[config.mk]
export PLATFORM = sky130hd
export DESIGN_NAME = uart_tx_arbiter_flat
export DESIGN_NICKNAME = d
export VERILOG_FILES = /design/src/rtl/uart_tx_arbiter_pkg.sv /design/src/rtl/uart_tx_arbiter_if.sv /design/src/rtl/uart_tx_arbiter_rr_pick.sv /design/src/rtl/uart_tx_arbiter.sv /design/src/flat_wrapper.sv
export SDC_FILE = /design/constraint.sdc
export NUM_CORES = 1
export LEC_CHECK = 0
export ABC_AREA = 1
export CORE_AREA = 2 2 39 41
export CTS_CLUSTER_DIAMETER = 100
export DETAILED_ROUTE_END_ITERATION = 8
export DIE_AREA = 0 0 41 43
export MAX_ROUTING_LAYER = met4
export PLACE_DENSITY = 0.84
export SLEW_MARGIN = 20
export SYNTH_ARGS = -nofsm -noshare
export SYNTH_HDL_FRONTEND = slang
export SYNTH_SLANG_ARGS = --single-unit
[constraint.sdc]
create_clock -name clk -period 2 [get_ports clk]
set_input_delay 0.2 -clock clk [delete_from_list [all_inputs] [get_ports clk]]
set_output_delay 0.2 -clock clk [all_outputs]
set_load 0.01 [all_outputs]
[src/rtl/uart_tx_arbiter_pkg.sv]
// Shared types and constants for the UART transmit-port arbiter.
// Optional build macro in the arbiter: UART_ARB_TIMEOUT_EN.
package uart_arb_pkg;

    typedef enum logic [0:0] {
        IDLE  = 1'b0,
        GRANT = 1'b1
    } arb_state_t;

    localparam int DEF_TIMEOUT_CYC = 1024;

    function automatic int gid_w(input int n);
        return (n > 1) ? $clog2(n) : 1;
    endfunction

endpackage

[src/rtl/uart_tx_arbiter_if.sv]
// Requester byte streams plus the transmit FIFO write port.
// master drives requests and FIFO status, slave is the arbiter.
interface uart_tx_arbiter_if #(
    parameter int NUM_REQ = 2
);
    logic [NUM_REQ-1:0]   req_valid;
    logic [NUM_REQ*8-1:0] req_data;
    logic [NUM_REQ-1:0]   req_last;
    logic [NUM_REQ-1:0]   req_ready;
    logic                 tx_wr_en;
    logic [7:0]           tx_din;
    logic                 tx_full;

    modport master (
        output req_valid, req_data, req_last, tx_full,
        input  req_ready, tx_wr_en, tx_din
    );

    modport slave (
        input  req_valid, req_data, req_last, tx_full,
        output req_ready, tx_wr_en, tx_din
    );
endinterface

[src/rtl/uart_tx_arbiter_rr_pick.sv]
// Combinational round-robin picker: first set request at or after
// ptr, wrapping modulo N.
module rr_pick
    import uart_arb_pkg::*;
#(
    parameter  int N = 2,
    localparam int W = gid_w(N)
) (
    input  logic [N-1:0] req,
    input  logic [W-1:0] ptr,
    output logic         found,
    output logic [W-1:0] idx
);
    logic [2*N-1:0] dbl;
    logic [N-1:0]   rot;

    // rot[k] is the request that sits k places after ptr
    assign dbl = {req, req} >> ptr;
    assign rot = dbl[N-1:0];

    always_comb begin
        int s;
        s     = 0;
        found = |req;
        idx   = '0;
        for (int k = N - 1; k >= 0; k--) begin
            if (rot[k]) begin
                s = int'(ptr) + k;
                if (s >= N)
                    s = s - N;
                idx = W'(s);
            end
        end
    end
endmodule

[src/rtl/uart_tx_arbiter.sv]
// Message-atomic round-robin arbiter for the UART transmit FIFO port.
// Define UART_ARB_TIMEOUT_EN to force release of a stalled message.
module uart_tx_arbiter
    import uart_arb_pkg::*;
#(
    parameter  int NUM_REQ     = 2,
    parameter  int TIMEOUT_CYC = DEF_TIMEOUT_CYC,
    localparam int GW          = gid_w(NUM_REQ)
) (
    input  logic              clk,
    input  logic              rst,
    uart_tx_arbiter_if.slave  bus,
    output logic [GW-1:0]     grant_id,
    output logic              busy,
    output logic              timeout_err
);
    localparam logic [0:0] S_IDLE  = 1'(IDLE);
    localparam logic [0:0] S_GRANT = 1'(GRANT);

    if (NUM_REQ < 2 || NUM_REQ > 8 || TIMEOUT_CYC < 1) begin : g_bad_cfg
        $error("uart_tx_arbiter: unsupported parameters");
    end

    logic [0:0]    state;
    logic [GW-1:0] rr_ptr;
    logic          pick_found;
    logic [GW-1:0] pick_idx;
    logic          in_grant;
    logic          g_valid;
    logic          g_last;
    logic [7:0]    g_data;
    logic          xfer;
    logic          tmo_hit;
    logic          rel;
    logic [GW-1:0] next_ptr;

    rr_pick #(.N(NUM_REQ)) u_pick (
        .req   (bus.req_valid),
        .ptr   (rr_ptr),
        .found (pick_found),
        .idx   (pick_idx)
    );

    always_comb begin
        g_valid = 1'b0;
        g_last  = 1'b0;
        g_data  = '0;
        for (int i = 0; i < NUM_REQ; i++) begin
            if (grant_id == GW'(i)) begin
                g_valid = bus.req_valid[i];
                g_last  = bus.req_last[i];
                g_data  = bus.req_data[i*8 +: 8];
            end
        end
    end

    assign in_grant = (state == S_GRANT);
    assign xfer     = in_grant & g_valid & ~bus.tx_full;
    assign busy     = in_grant;

    always_comb begin
        bus.req_ready = '0;
        for (int i = 0; i < NUM_REQ; i++) begin
            if (in_grant && grant_id == GW'(i))
                bus.req_ready[i] = ~bus.tx_full;
        end
    end

    assign bus.tx_wr_en = xfer;
    assign bus.tx_din   = xfer ? g_data : 8'h00;

    assign next_ptr = (grant_id == GW'(NUM_REQ - 1)) ? '0
                    : grant_id + GW'(1);

`ifdef UART_ARB_TIMEOUT_EN
    localparam int TW = $clog2(TIMEOUT_CYC) + 1;

    logic [TW-1:0] idle_cnt;

    // Backpressure stalls do not count towards the idle budget
    assign tmo_hit = in_grant & ~g_valid & ~bus.tx_full
                   & (idle_cnt == TW'(TIMEOUT_CYC - 1));

    always_ff @(posedge clk) begin
        if (rst)
            idle_cnt <= '0;
        else if (!in_grant || xfer)
            idle_cnt <= '0;
        else if (!g_valid && !bus.tx_full)
            idle_cnt <= idle_cnt + TW'(1);
    end

    always_ff @(posedge clk) begin
        if (rst)
            timeout_err <= 1'b0;
        else
            timeout_err <= tmo_hit;
    end
`else
    assign tmo_hit     = 1'b0;
    assign timeout_err = 1'b0;
`endif

    assign rel = (xfer & g_last) | tmo_hit;

    always_ff @(posedge clk) begin
        if (rst) begin
            state    <= S_IDLE;
            rr_ptr   <= '0;
            grant_id <= '0;
        end else begin
            unique case (1'b1)
                (state == S_IDLE): begin
                    if (pick_found) begin
                        grant_id <= pick_idx;
                        state    <= S_GRANT;
                    end
                end
                in_grant: begin
                    if (rel) begin
                        state  <= S_IDLE;
                        rr_ptr <= next_ptr;
                    end
                end
            endcase
        end
    end
endmodule

[src/flat_wrapper.sv]
// flat-port wrapper written by rule: the top's interface ports become plain ports
module uart_tx_arbiter_flat import uart_arb_pkg::*;
#(
    parameter  int NUM_REQ     = 2,
    parameter  int TIMEOUT_CYC = DEF_TIMEOUT_CYC,
    localparam int GW          = gid_w(NUM_REQ)
)
  (clk, rst, grant_id, busy, timeout_err, bus_req_valid, bus_req_data, bus_req_last, bus_tx_full, bus_req_ready, bus_tx_wr_en, bus_tx_din);
  uart_tx_arbiter_if #(.NUM_REQ(NUM_REQ)) bus_i ();
  input  logic clk;
  input  logic rst;
  output logic [GW-1:0] grant_id;
  output logic busy;
  output logic timeout_err;
  input wire logic [$bits(bus_i.req_valid)-1:0] bus_req_valid;
  input wire logic [$bits(bus_i.req_data)-1:0] bus_req_data;
  input wire logic [$bits(bus_i.req_last)-1:0] bus_req_last;
  input wire logic [$bits(bus_i.tx_full)-1:0] bus_tx_full;
  output wire logic [$bits(bus_i.req_ready)-1:0] bus_req_ready;
  output wire logic [$bits(bus_i.tx_wr_en)-1:0] bus_tx_wr_en;
  output wire logic [$bits(bus_i.tx_din)-1:0] bus_tx_din;
  assign bus_i.req_valid = bus_req_valid;
  assign bus_i.req_data = bus_req_data;
  assign bus_i.req_last = bus_req_last;
  assign bus_i.tx_full = bus_tx_full;
  assign bus_req_ready = bus_i.req_ready;
  assign bus_tx_wr_en = bus_i.tx_wr_en;
  assign bus_tx_din = bus_i.tx_din;
  uart_tx_arbiter #(.NUM_REQ(NUM_REQ), .TIMEOUT_CYC(TIMEOUT_CYC)) u_core (.clk(clk), .rst(rst), .bus(bus_i), .grant_id(grant_id), .busy(busy), .timeout_err(timeout_err));
endmodule
==> reports/qor.txt <==
STATUS
--------------------------------------------------------------------------------------
Status                                                                    finished, final reports clean

PLACE
--------------------------------------------------------------------------------------
Half-perimeter wire length of the detailed placement result                     950 µm
Final RePlAce weighted congestion                                                0.729
I/O Buffers                                                                         35
Post-placement setup slack                                                   0.0955 ns

CLOCK NETWORK
--------------------------------------------------------------------------------------
Clk slew on worst S/H paths                                                    0.04 ns
CTS Buffer Depth                                                                     2
Total clock buffers created by CTS                                                   3
Clk Latency, worst-skew pair                                                   0.24 ns
H-tree levels                                                                        1
Clock tree from TritonCTS                                                        built
Number of sinks on the clock net                                                     3
Post-CTS setup buffer count                                                          0
Clk root buf                                                                  clkbuf_4

CRITICAL PATH
--------------------------------------------------------------------------------------
Buf+Inv Stages, Crit Path                                                            2
Slowest Stage Delay on Critical Path                                           0.56 ns
Critical Path, Cell by Cell                                               clkdlybuf4s50_1 -> nand2_1 -> nand2_1 -> nand3_4 -> a21oi_1 -> clkdlybuf4s50_1
Critical path class                                                             in2out
Start point of the critical path                                          bus_req_valid[0]
Critical Path End Type                                                    primary output
Library cell contributing the largest single delay on the critical path   clkdlybuf4s50_1
Worst Path Required                                                            1.80 ns
Reg-to-reg critical path startpoint                                       u_core.grant_id
Launching element type of the critical path                               primary input
Worst Path Arrival                                                             1.67 ns
Max Fanout on Critical Path                                                          9
Worst path top cell family by delay                                       buffers and inverters

TIMING
--------------------------------------------------------------------------------------
Final number of hold-violating endpoints                                             0
Setup repair after global routing missed its margin                              false
Top achievable clock speed                                                   0.533 GHz
Total negative setup slack                                                        0 ns
Final-report setup violation count                                                   0
Count of pins over their slew limit                                                  0
Period utilisation layout                                                        93.7%
Final setup skew                                                            0.00207 ns
Worst Setup Slack, final                                                      0.125 ns
Post-route minimum period                                                      1.87 ns
Worst Hold Slack                                                              0.501 ns

YOSYS
--------------------------------------------------------------------------------------
Number of different library cells in the post-synthesis netlist                     17
Share of synthesized area occupied by flip-flops and latches                     16.9%
Cell count after synthesis                                                          63
FF+latch count, synth                                                                3
Ys Warns                                                                             0
Synthesized area                                                               355 µm²
Avg Inst Size Synth                                                           5.64 µm²
Post-Synthesis Net Count                                                            86

FLOORPLAN
--------------------------------------------------------------------------------------
Overall die area                                                              1760 µm²
Die H                                                                            43 µm
Die width                                                                        41 µm
Rows                                                                                14
Area of the core                                                              1380 µm²
Starting Density                                                                 25.7%
I/O Pins                                                                            37

POWER
--------------------------------------------------------------------------------------
Total power                                                                 0.000300 W
Worst voltage drop across the vdd grid                                      0.000365 V
Power density normalized to cell area                                       397 nW/µm²
Leakage                                                                       0.326 nW

FINISH
--------------------------------------------------------------------------------------
P&R area growth vs syn                                                            113%
Share of post-route cells with drive strength above 1                            15.5%
Commonest non-fill, non-tap cells in the layout                           clkdlybuf4s50_1 (35), nand2_1 (26), a21oi_1 (8)
Most frequent standard cell in the layout excluding fill and tap cells    clkdlybuf4s50_1
Final net count                                                                    127
Number of fill cells in the layout                                                 142
Antenna cell count                                                                   0

ROUTE
--------------------------------------------------------------------------------------
Final antenna-violating net count                                                    0
Sum of routed wire length over all layers                                      1220 µm
Total DRC errors in the routed layout                                                0
Avg Vias per Cell                                                                 4.56
Drt initial violations                                                               7
Router iterations before antenna repair                                              3
Total number of vias                                                               543
Drt wl/cell                                                                    10.3 µm

GRT
--------------------------------------------------------------------------------------
Pin count of the biggest net entering global routing                                12
Global-route wire length before repair                                         1750 µm
Via count of the first global-routing pass                                         426
Total track usage                                                                15.8%
Total congestion overflow after global routing                                       0
Number of antenna violations at the first check in global routing                    0

HOLD PATH
--------------------------------------------------------------------------------------
HP Class                                                                       reg2reg
Hold wc startpoint                                                        u_core.rr_ptr

JOB
--------------------------------------------------------------------------------------
Max-cap check violation count                                                        0

[power breakdown]
group	switching, W	leakage, nW	internal (W)
registers	0.00000676	0.0254	0.0000633
logic	0.0000448	0.286	0.0000722
clock network	0.0000375	0.0150	0.0000751
[metrics by stage]
step                instance area, µm²  util [%]  std cells
finish                             756      54.6        119
global route                       756      54.6        119
CTS                                753      54.4        119
detailed placement                 726      52.4        115
global placement                   726      52.4        115
floorplan                          355         -         63
[worst register-to-register path, stage by stage (launching register included)]
cell     delay [ns]
dfxtp_4        0.37
inv_2          0.06
buf_4          0.16
nand2_1        0.06
nand2_1        0.08
inv_1          0.05
nor2_2         0.12
nor2_1         0.06
nor2_2         0.08
[what timing repair did]
| item | in CTS | in global routing |
|---|---|---|
| hold buffers | 0 | 0 |
| endpoints found under the hold margin | 0 | 0 |
| setup endpoints to repair | 9 | 2 |
| gates resized for setup | 1 | 1 |
[path summary, 6_finish.rpt]
path	end	slack (ns)	cells past startpoint
worst min-delay path	u_core.rr_ptr	0.50	2
worst max register to register	u_core.rr_ptr	0.88	8
worst max-delay path	bus_tx_din[2]	0.13	6
worst min register to register	u_core.rr_ptr	0.50	2
[Yosys cell counts, drive strengths merged]
master	number	share of area, %
nand3	4	11
conb	1	1.1
o21ai	1	1.4
a21oi	8	11
dfxtp	3	17
buf	3	8.5
inv	6	6.3
nand4	1	1.8
nor3	2	2.8
nor2	6	8.5
nand2	28	31
[routing by layer]
| metal | track usage, % | part of all wire (%) |
|---|---|---|
| met1 | 15.4 | 39 |
| met2 | 23.4 | 49 |
| met3 | 8.38 | 9.9 |
| met4 | 10.0 | 2.5 |
| met5 | - | 0 |
[cell type report]
type | count | area (µm²) | area share (%)
clock buffers | 4 | 26.3 | 3.48
repair buffers | 39 | 380 | 50.3
inverters | 6 | 22.5 | 2.98
well taps | 16 | 20.0 | 2.65
multi-input cells | 51 | 243 | 32.1
flip-flops and latches | 3 | 63.8 | 8.44
[flip-flops by register name (all words and copies together), names as in the netlist]
signal           cells
u_core.busy          1
u_core.grant_id      1
u_core.rr_ptr        1
[cell families (layout without fill, tap and decap cells)]
family | count (synthesis) | after routing | share of synthesized area (%)
other | 1 | 1 | 1.06
AO/OA/AOI/OAI | 9 | 9 | 12.7
buffers and inverters | 9 | 49 | 14.8
flip-flops | 3 | 3 | 16.9
AND/OR/NAND/NOR | 41 | 41 | 54.6
Note: power is estimated with default switching activity, not from simulation.
